[config.mk]
export PLATFORM = sky130hd
export DESIGN_NAME = switch_array_reader
export DESIGN_NICKNAME = d
export VERILOG_FILES = /design/src/rtl/switch_pkg.sv /design/src/rtl/switch_debounce.sv /design/src/rtl/switch_array_reader.sv
export SDC_FILE = /design/constraint.sdc
export NUM_CORES = 1
export LEC_CHECK = 0
export BUFFER_PORTS_ARGS = -buffer_cell sky130_fd_sc_hd__clkbuf_2
export CAP_MARGIN = 20
export CORE_ASPECT_RATIO = 1.25
export CORE_MARGIN = 2
export CORE_UTILIZATION = 55
export CTS_CLUSTER_DIAMETER = 150
export DETAILED_ROUTE_END_ITERATION = 12
export GPL_TIMING_DRIVEN = 0
export PLACE_DENSITY_LB_ADDON = 0.05
export SYNTH_ARGS = -nofsm -noshare
export SYNTH_HDL_FRONTEND = slang
export SYNTH_HIERARCHICAL = 1
export SYNTH_SLANG_ARGS = --single-unit
[constraint.sdc]
create_clock -name clk_i -period 3.2 [get_ports clk_i]
set_input_delay 0.32 -clock clk_i [delete_from_list [all_inputs] [get_ports clk_i]]
set_output_delay 0.32 -clock clk_i [all_outputs]
set_load 0.01 [all_outputs]
[src/rtl/switch_pkg.sv]
// Shared definitions for the switch array reader: read FSM encoding and default sizing.
package switch_pkg;

   localparam int unsigned DEF_WIDTH    = 32;
   localparam int unsigned DEF_DEBOUNCE = 50000;
   localparam int unsigned DEF_CNT_W    = 16;

   typedef enum logic [1:0] {
      ST_IDLE = 2'd0,
      ST_ACK  = 2'd1,
      ST_WAIT = 2'd2
   } rd_state_e;

endpackage

[src/rtl/switch_debounce.sv]
// Two-flop synchroniser plus a single shared debounce counter for the whole switch vector.
module switch_debounce
   import switch_pkg::*;
#(
   parameter int unsigned WIDTH    = DEF_WIDTH,
   parameter int unsigned DEBOUNCE = DEF_DEBOUNCE,
   parameter int unsigned CNT_W    = DEF_CNT_W
) (
   input  logic             clk_i,
   input  logic             reset_i,
   input  logic [WIDTH-1:0] sw_in_i,
   output logic [WIDTH-1:0] value_o,
   output logic [WIDTH-1:0] value_d_o,
   output logic             changed_o,
   output logic             commit_o,
   output logic [WIDTH-1:0] rise_o,
   output logic [WIDTH-1:0] fall_o
);

   localparam logic [CNT_W-1:0] CNT_LAST = CNT_W'(DEBOUNCE - 1);

   logic [WIDTH-1:0] sync1_q, sw_s_q, sw_prev_q, value_q, value_d;
   logic [CNT_W-1:0] cnt_q, cnt_d;
   logic             changed_q;
   logic             commit;

   // Any change of the synchronised vector restarts the stability count.
   assign commit = (sw_s_q != value_q) && (sw_s_q == sw_prev_q) && (cnt_q == CNT_LAST);

   always_comb begin
      value_d = value_q;
      cnt_d   = cnt_q + 1'b1;
      if ((sw_s_q == value_q) || (sw_s_q != sw_prev_q)) begin
         cnt_d = '0;
      end else if (commit) begin
         value_d = sw_s_q;
         cnt_d   = '0;
      end
   end

   always_ff @(posedge clk_i) begin
      if (reset_i) begin
         sync1_q   <= '0;
         sw_s_q    <= '0;
         sw_prev_q <= '0;
         value_q   <= '0;
         cnt_q     <= '0;
         changed_q <= 1'b0;
      end else begin
         sync1_q   <= sw_in_i;
         sw_s_q    <= sync1_q;
         sw_prev_q <= sw_s_q;
         value_q   <= value_d;
         cnt_q     <= cnt_d;
         changed_q <= commit;
      end
   end

   assign value_o   = value_q;
   assign value_d_o = value_d;
   assign changed_o = changed_q;
   assign commit_o  = commit;
   assign rise_o    = commit ? (sw_s_q & ~value_q) : '0;
   assign fall_o    = commit ? (~sw_s_q & value_q) : '0;

endmodule

[src/rtl/switch_array_reader.sv]
// Debounced switch array with rise/fall edge accumulation, read out through a req/ack handshake.
module switch_array_reader
   import switch_pkg::*;
#(
   parameter int unsigned WIDTH    = DEF_WIDTH,
   parameter int unsigned DEBOUNCE = DEF_DEBOUNCE,
   parameter int unsigned CNT_W    = DEF_CNT_W
) (
   input  logic             clk_i,
   input  logic             reset_i,
   input  logic [WIDTH-1:0] sw_in_i,
   output logic [WIDTH-1:0] value_o,
   output logic             changed_o,
   output logic             pending_o,
   input  logic             rd_req_i,
   output logic             rd_ack_o,
   output logic [WIDTH-1:0] rd_value_o,
   output logic [WIDTH-1:0] rd_rise_o,
   output logic [WIDTH-1:0] rd_fall_o
);

   rd_state_e        state_q;
   logic [WIDTH-1:0] rise_q, fall_q, rise_mrg, fall_mrg;
   logic [WIDTH-1:0] rd_value_q, rd_rise_q, rd_fall_q;
   logic [WIDTH-1:0] value_d, edge_rise, edge_fall;
   logic             pending_q, rd_ack_q, commit;

   switch_debounce #(
      .WIDTH    (WIDTH),
      .DEBOUNCE (DEBOUNCE),
      .CNT_W    (CNT_W)
   ) u_debounce (
      .clk_i     (clk_i),
      .reset_i   (reset_i),
      .sw_in_i   (sw_in_i),
      .value_o   (value_o),
      .value_d_o (value_d),
      .changed_o (changed_o),
      .commit_o  (commit),
      .rise_o    (edge_rise),
      .fall_o    (edge_fall)
   );

   // An edge committed in the capture cycle goes out with this read, not the next one.
   assign rise_mrg = rise_q | edge_rise;
   assign fall_mrg = fall_q | edge_fall;

   always_ff @(posedge clk_i) begin
      if (reset_i) begin
         state_q    <= ST_IDLE;
         rise_q     <= '0;
         fall_q     <= '0;
         pending_q  <= 1'b0;
         rd_ack_q   <= 1'b0;
         rd_value_q <= '0;
         rd_rise_q  <= '0;
         rd_fall_q  <= '0;
      end else begin
         pending_q <= |(rise_q | fall_q);
         rd_ack_q  <= 1'b0;
         rise_q    <= rise_mrg;
         fall_q    <= fall_mrg;
         case (state_q)
            ST_IDLE: begin
               if (rd_req_i) begin
                  rd_value_q <= value_d;
                  rd_rise_q  <= rise_mrg;
                  rd_fall_q  <= fall_mrg;
                  rise_q     <= '0;
                  fall_q     <= '0;
                  state_q    <= ST_ACK;
               end
            end
            ST_ACK: begin
               rd_ack_q <= 1'b1;
               state_q  <= ST_WAIT;
            end
            ST_WAIT: begin
               if (!rd_req_i) state_q <= ST_IDLE;
            end
            default: state_q <= ST_IDLE;
         endcase
      end
   end

   assign pending_o  = pending_q;
   assign rd_ack_o   = rd_ack_q;
   assign rd_value_o = rd_value_q;
   assign rd_rise_o  = rd_rise_q;
   assign rd_fall_o  = rd_fall_q;

endmodule

### Word-level counts from Yosys, hierarchy flattened

Index checks and enable logic that the tools add are counted.

| storage, ports and cells | value |
|---|---|
| register bits | 309 |
| input port bits | 35 |
| word-level logic and storage cells | 51 |

| operators by class | value |
|---|---|
| add/sub/neg operators | 1 |
| equality and inequality tests | 9 |
| multiplexer cells | 12 |
| bitwise operators | 7 |
| reductions and logical operators | 8 |

Operator list:

| cell | count |
|---|---|
| two-way mux 32 bit | 8 |
| bitwise OR 32 bit | 3 |
| AND 32 bit | 2 |
| equality test 32 bit | 2 |
| != test 32 bit | 2 |
| NOT 32 bit | 2 |
| OR reduction 32 bit | 1 |
| adder 16 x 1 -> 16 bit, second input constant | 1 |
| equality test 16 bit, second input constant | 1 |
| one-hot mux 2 bit (3 select lines) | 1 |
| two-way mux 2 bit | 2 |
| != test 2 bit, second input constant | 2 |
| AND reduction 2 bit | 2 |
| OR reduction 3 bit | 1 |
| equality test 2 x 1 -> 1 bit, second input constant | 1 |
| equality test 2 bit, second input constant | 1 |
| logical AND 1 bit | 2 |
| logical NOT 2 bit | 1 |
| logical OR 1 bit | 1 |
| two-way mux 1 bit | 1 |

### Longest topological paths before layout

| logic depth | value |
|---|---|
| word-level depth | 7 |
| mapped depth | 11 |
| mapped depth without buffers | 9 |

### Modules after synthesis

Netlist, hierarchy kept.

Modules (own cells, without submodules):

| module | instances | cells each | area an instance (um^2) |
|---|---|---|---|
| switch_debounce | 1 | 674 | 6612.6 |
| switch_array_reader | 1 | 446 | 5051.1 |

### Worst setup path after synthesis

OpenSTA, ideal clock, no wires.

| path | value |
|---|---|
| kind | register to register |
| from | register u_debounce.value_q[20] (netlist: u_debounce/value_o[20]) |
| to | register rd_fall_q[16] (netlist: rd_fall_o[16]) |
| setup time | 0.118 ns |
| arrival time | 2.201 ns |
| required time | 3.082 ns |
| setup slack | 0.881 ns |
| stages on the path, launching flop included | 12 |
| path buffers | 2 |
| period minus slack after synthesis | 2.319 ns |
| cell sequence | dfxtp_1 inv_1 ha_1 nand4_1 or4_1 nor2_1 nor4b_2 buf_4 buf_4 and2_1 nor2_1 o2bb2ai_1 |

| on the way | value |
|---|---|
| word-level cells in the longest chain between the ends | 5 |

Ends and longest elaborated chain:

| what | RTL line | source |
|---|---|---|
| start: declaration | switch_debounce.sv:22 | `logic [WIDTH-1:0] sync1_q, sw_s_q, sw_prev_q, value_q, value_d;` |
| start signal: assignment | switch_debounce.sv:53 | `value_q <= value_d;` |
| != test 32 bit | switch_debounce.sv:28 | `assign commit = (sw_s_q != value_q) && (sw_s_q == sw_prev_q) && (cnt_q == CNT_LAST);` |
| logical AND 1 bit (2 in a row) | switch_debounce.sv:28 |  |
| two-way mux 32 bit | switch_debounce.sv:64 | `assign fall_o = commit ? (~sw_s_q & value_q) : '0;` |
| via edge_fall[16] | switch_array_reader.sv:25 | `logic [WIDTH-1:0] value_d, edge_rise, edge_fall;` |
| bitwise OR 32 bit | switch_array_reader.sv:46 | `assign fall_mrg = fall_q \| edge_fall;` |
| end signal: assignment | switch_array_reader.sv:68 | `rd_fall_q <= fall_mrg;` |
| end: declaration | switch_array_reader.sv:24 | `logic [WIDTH-1:0] rd_value_q, rd_rise_q, rd_fall_q;` |

The timed path passes the listed nets, and every way through them passes these cells.
A chain may end at the register's enable or synchronous reset.

### Worst setup path in the final report

| path | value |
|---|---|
| from | register u_debounce.value_q[29] (netlist: u_debounce/value_o[29]) |
| to | register rd_rise_q[3] (netlist: rd_rise_o[3]) |

| on the way | value |
|---|---|
| word-level cells in the longest chain between the ends | 5 |

Ends and longest elaborated chain:

| what | RTL line | source |
|---|---|---|
| != test 32 bit | switch_debounce.sv:28 |  |
| logical AND 1 bit (2 in a row) | switch_debounce.sv:28 |  |
| two-way mux 32 bit | switch_debounce.sv:63 | `assign rise_o = commit ? (sw_s_q & ~value_q) : '0;` |
| via edge_rise[3] | switch_array_reader.sv:25 |  |
| bitwise OR 32 bit | switch_array_reader.sv:45 | `assign rise_mrg = rise_q \| edge_rise;` |
| end signal: assignment | switch_array_reader.sv:67 | `rd_rise_q <= rise_mrg;` |
| end: declaration | switch_array_reader.sv:24 |  |

The timed path passes the listed nets, and every way through them passes these cells.

==> flow_summary.ini <==
[outcome]
status = complete, no violations

[placement]
place_inst = 1559
hpwlAfterDp_um = 22400
gp_congestion = 0.916
io_buffers = 165

[logic_synthesis]
yosys-top-cells-count = dfxtp_1 (309), nor2_1 (213), inv_1 (66)
synth_cell_type_count = 39
synth_xor_area_frac = 0.0345
synth_enable_flop_cells = 0
synth_top_area_frac = 0.530
synthSimpleGateAreaFrac = 0.177
synthCells = 1120
synth_seq_area_share = 0.530
yosysMostFrequentCell = dfxtp_1
syn_area_per_cell_um2 = 10.4
yosysWarnings = 6
synth_top_family_by_area = simple AND/OR/NAND/NOR gates
async_flop_share = 0
synth_ff_type = dfxtp_1
synthAdderAreaFrac = 0.0697
synth_mux_area_frac = 0.0584
synth_compound_area_frac = 0.0783
yosysTopAreaCell = dfxtp_1
yosys-top-cells-area = dfxtp_1 (53%), ha_1 (7.0%), nor2_1 (6.9%)
synth_seq_cells = 309
syn-cell-area_um2 = 11700
syn_nets = 1220

[worst_setup_path]
reg2reg_slack_ps = 410
timing.rr.start = u_debounce/value_o[29]$_SDFF_PP0_
rr_worst_depth = 11
start_kind = flop
reg2reg_to = rd_rise_o[3]$_SDFFE_PP0P_
end_kind = flop
path_max_fanout = 10
slowest_delay_ps = 550
crit_slowest_cell = or4_1
worstPathRequired_ps = 3630
crit_top_cell = nor2_1
cp_data_arrival_time_ps = 3220
critPathKind = flop to flop
cp_cell_sequence = inv_1, ha_1, nand4_1, or4_1, nor2_1, nor4b_2, buf_4, clkbuf_2, and2_1, nor2_1, o2bb2ai_1
timing.critical_path.from = u_debounce/value_o[29]$_SDFF_PP0_

[finish]
fin_util = 0.685
fillers = 1669
area_growth_pct = 22.2
nets = 1448
final_cells = 1647
drive_gt1_frac = 0.214

[drt]
totalWireLength_um = 29300
vias = 8428
antenna_left = 0
top_layer_used = met4
vias_per_cell = 5.12
drcViolationCount = 0
first_pass_iters = 5
routedLengthMet1_um = 12900
wl_met3_um = 1570
wl_met2_um = 13900
drt_iter0_drc = 423
wl_per_cell_um = 17.8

[min_path]
holdPathEnd = u_debounce/sync1_q[3]$_SDFF_PP0_
min_path_cells = 2
min_path_type = input port to flop
min_from = sw_in_i[3]

[global_route]
grt_pass1_vias = 8282
overflow = 0
grt_max_degree = 16
grt_pass1_wl_um = 45000
grt_util_all_layers = 0.260
antenna_found_initial = 1

[floorplanning]
coreArea_um2 = 20800
start_util = 0.560
dieWidth_um = 134
pin_count = 166
die_h_um = 167
rows = 59
dieArea_um2 = 22400

[power]
seq_power_share = 0.481
leakagePower_nw = 6.13
p_comb_frac = 0.042
power_density_nw_per_um2 = 573
p_switching_mw = 1.70
peakVddDrop_uv = 417
sw_frac_of_total = 0.208
p_int_mw = 6.47
power_frac_clock = 0.478

[timing]
skew_ps = 17.9
fmax_mhz = 358
min_period_ps = 2790
slew_viol_final = 0
timing_hold_violations_final = 0
maxSlewHeadroom = 0.475
fin_crit_sh = 0.872
finalSetupViolations = 0
tns_ps = 0
worst_pin_slew_ps = 781
rsz0062_at_grt = no

[cts]
cts_sinks = 309
cts_root_buf = clkbuf_16
cts-buffers-inserted = 30
h-tree-depth = 1
insertion_delay_ps = 550
cts.path.max_buffers = 3
tritoncts = yes
clkSlewWorstSetupHoldPaths_ps = 60

[flow_run]
cap_violations = 0
-- state kept, by name (all words and copies together), names as in the netlist --
name                  flops
fall_q                   32
u_debounce/sw_s_q        32
rd_rise_o                32
u_debounce/cnt_q         16
rd_ack_o                  1
u_debounce/sw_prev_q     32
u_debounce/changed_o      1
u_debounce/sync1_q       32
rd_value_o               32
pending_o                 1
rd_fall_o                32
state_q                   2
rise_q                   32
u_debounce/value_o       32
-- layout make-up --
type / instances / area [µm²] / share of cell area
flip-flops and latches: 309 / 6190 / 0.434
well taps: 274 / 343 / 0.0240
diodes: 1 / 2.50 / 0.000176
clock inverters: 12 / 246 / 0.0173
multi-input cells: 686 / 4880 / 0.342
inverters: 67 / 251 / 0.0176
repair buffers: 196 / 1140 / 0.0797
plain buffers: 58 / 348 / 0.0244
clock buffers: 44 / 865 / 0.0606
-- power by group through the flow --
stage / logic [mW] / clock network (mW) / registers [mW]
after floorplan: 0.192 / 0 / 4.00
after global placement: 0.308 / 0 / 4.01
after detailed placement: 0.310 / 0 / 4.01
after CTS: 0.340 / 3.95 / 3.92
after global routing: 0.368 / 4.12 / 3.93
final: 0.340 / 3.90 / 3.93
-- layer usage --
metal  up-vias  GRT usage
met5         -          0
met4         0     0.0915
met3        54     0.0423
li1       4191          -
met1      3967      0.335
met2       216      0.440
-- critical path: cells and delay by family, from the launching register on --
| kind | cells | cell delay (ps) |
|---|---|---|
| simple gates | 6 | 1350 |
| buf+inv | 3 | 470 |
| flops | 1 | 400 |
| fa+ha+maj | 1 | 360 |
| compound gates | 1 | 100 |
-- stage by stage --
step / area (µm²) / setup WS, ps / hold WS [ps] / total power [mW]
5_1_grt: 14300 / 303 / 26.2 / 8.41
2_1_floorplan: 11700 / 881 / 389 / 4.19
3_5_place_dp: 12800 / 440 / 420 / 4.32
4_1_cts: 14300 / 405 / 10.2 / 8.21
6_report: 14300 / 410 / 31.1 / 8.17
3_3_place_gp: 12800 / 454 / 420 / 4.32
-- timing repair --
item,in CTS,in global routing
gates resized for setup,0,0
setup buffers,0,0
endpoints found under the hold margin,31,0
hold buffers,31,0
-- cell usage in the layout, fill, tap and decap left out, types with 2 or more instances in the layout --
master,count
a22o_1,32
and2_1,65
and3_1,4
and4_1,3
buf_2,11
buf_4,13
buf_6,8
bufinv_16,7
clkbuf_1,28
clkbuf_16,31
clkbuf_2,171
clkbuf_8,4
clkinv_2,2
clkinvlp_4,2
dfxtp_1,309
dlygate4sd3_1,31
ha_1,65
inv_1,66
mux2_1,2
mux2_2,30
mux2i_1,32
nand2_1,5
nand3_1,5
nand4_1,17
nor2_1,213
nor2b_1,65
nor4_1,25
o2bb2ai_1,55
o2bb2ai_2,9
or4_1,2
xnor2_1,4
xor2_1,42
-- worst max path at each step --
stage,to,slack [ps],cells after the start
after floorplan,rd_fall_o[16]$_SDFFE_PP0P_,880,11
after CTS,rd_rise_o[3]$_SDFFE_PP0P_,400,11
after global routing,rd_rise_o[5]$_SDFFE_PP0P_,300,11
after detailed placement,rd_rise_o[3]$_SDFFE_PP0P_,440,11
after global placement,rd_rise_o[3]$_SDFFE_PP0P_,450,11
final,rd_rise_o[3]$_SDFFE_PP0P_,410,11
-- kinds of logic (layout without fill, tap and decap cells) --
| logic type | Yosys count | count (layout) |
|---|---|---|
| compound gates | 98 | 98 |
| flops | 309 | 309 |
| other cells | 0 | 1 |
| mux | 64 | 64 |
| buf+inv | 125 | 377 |
| xor+xnor | 46 | 46 |
| fa+ha+maj | 65 | 65 |
| simple gates | 413 | 413 |
Power figures use the tool's default switching activity.
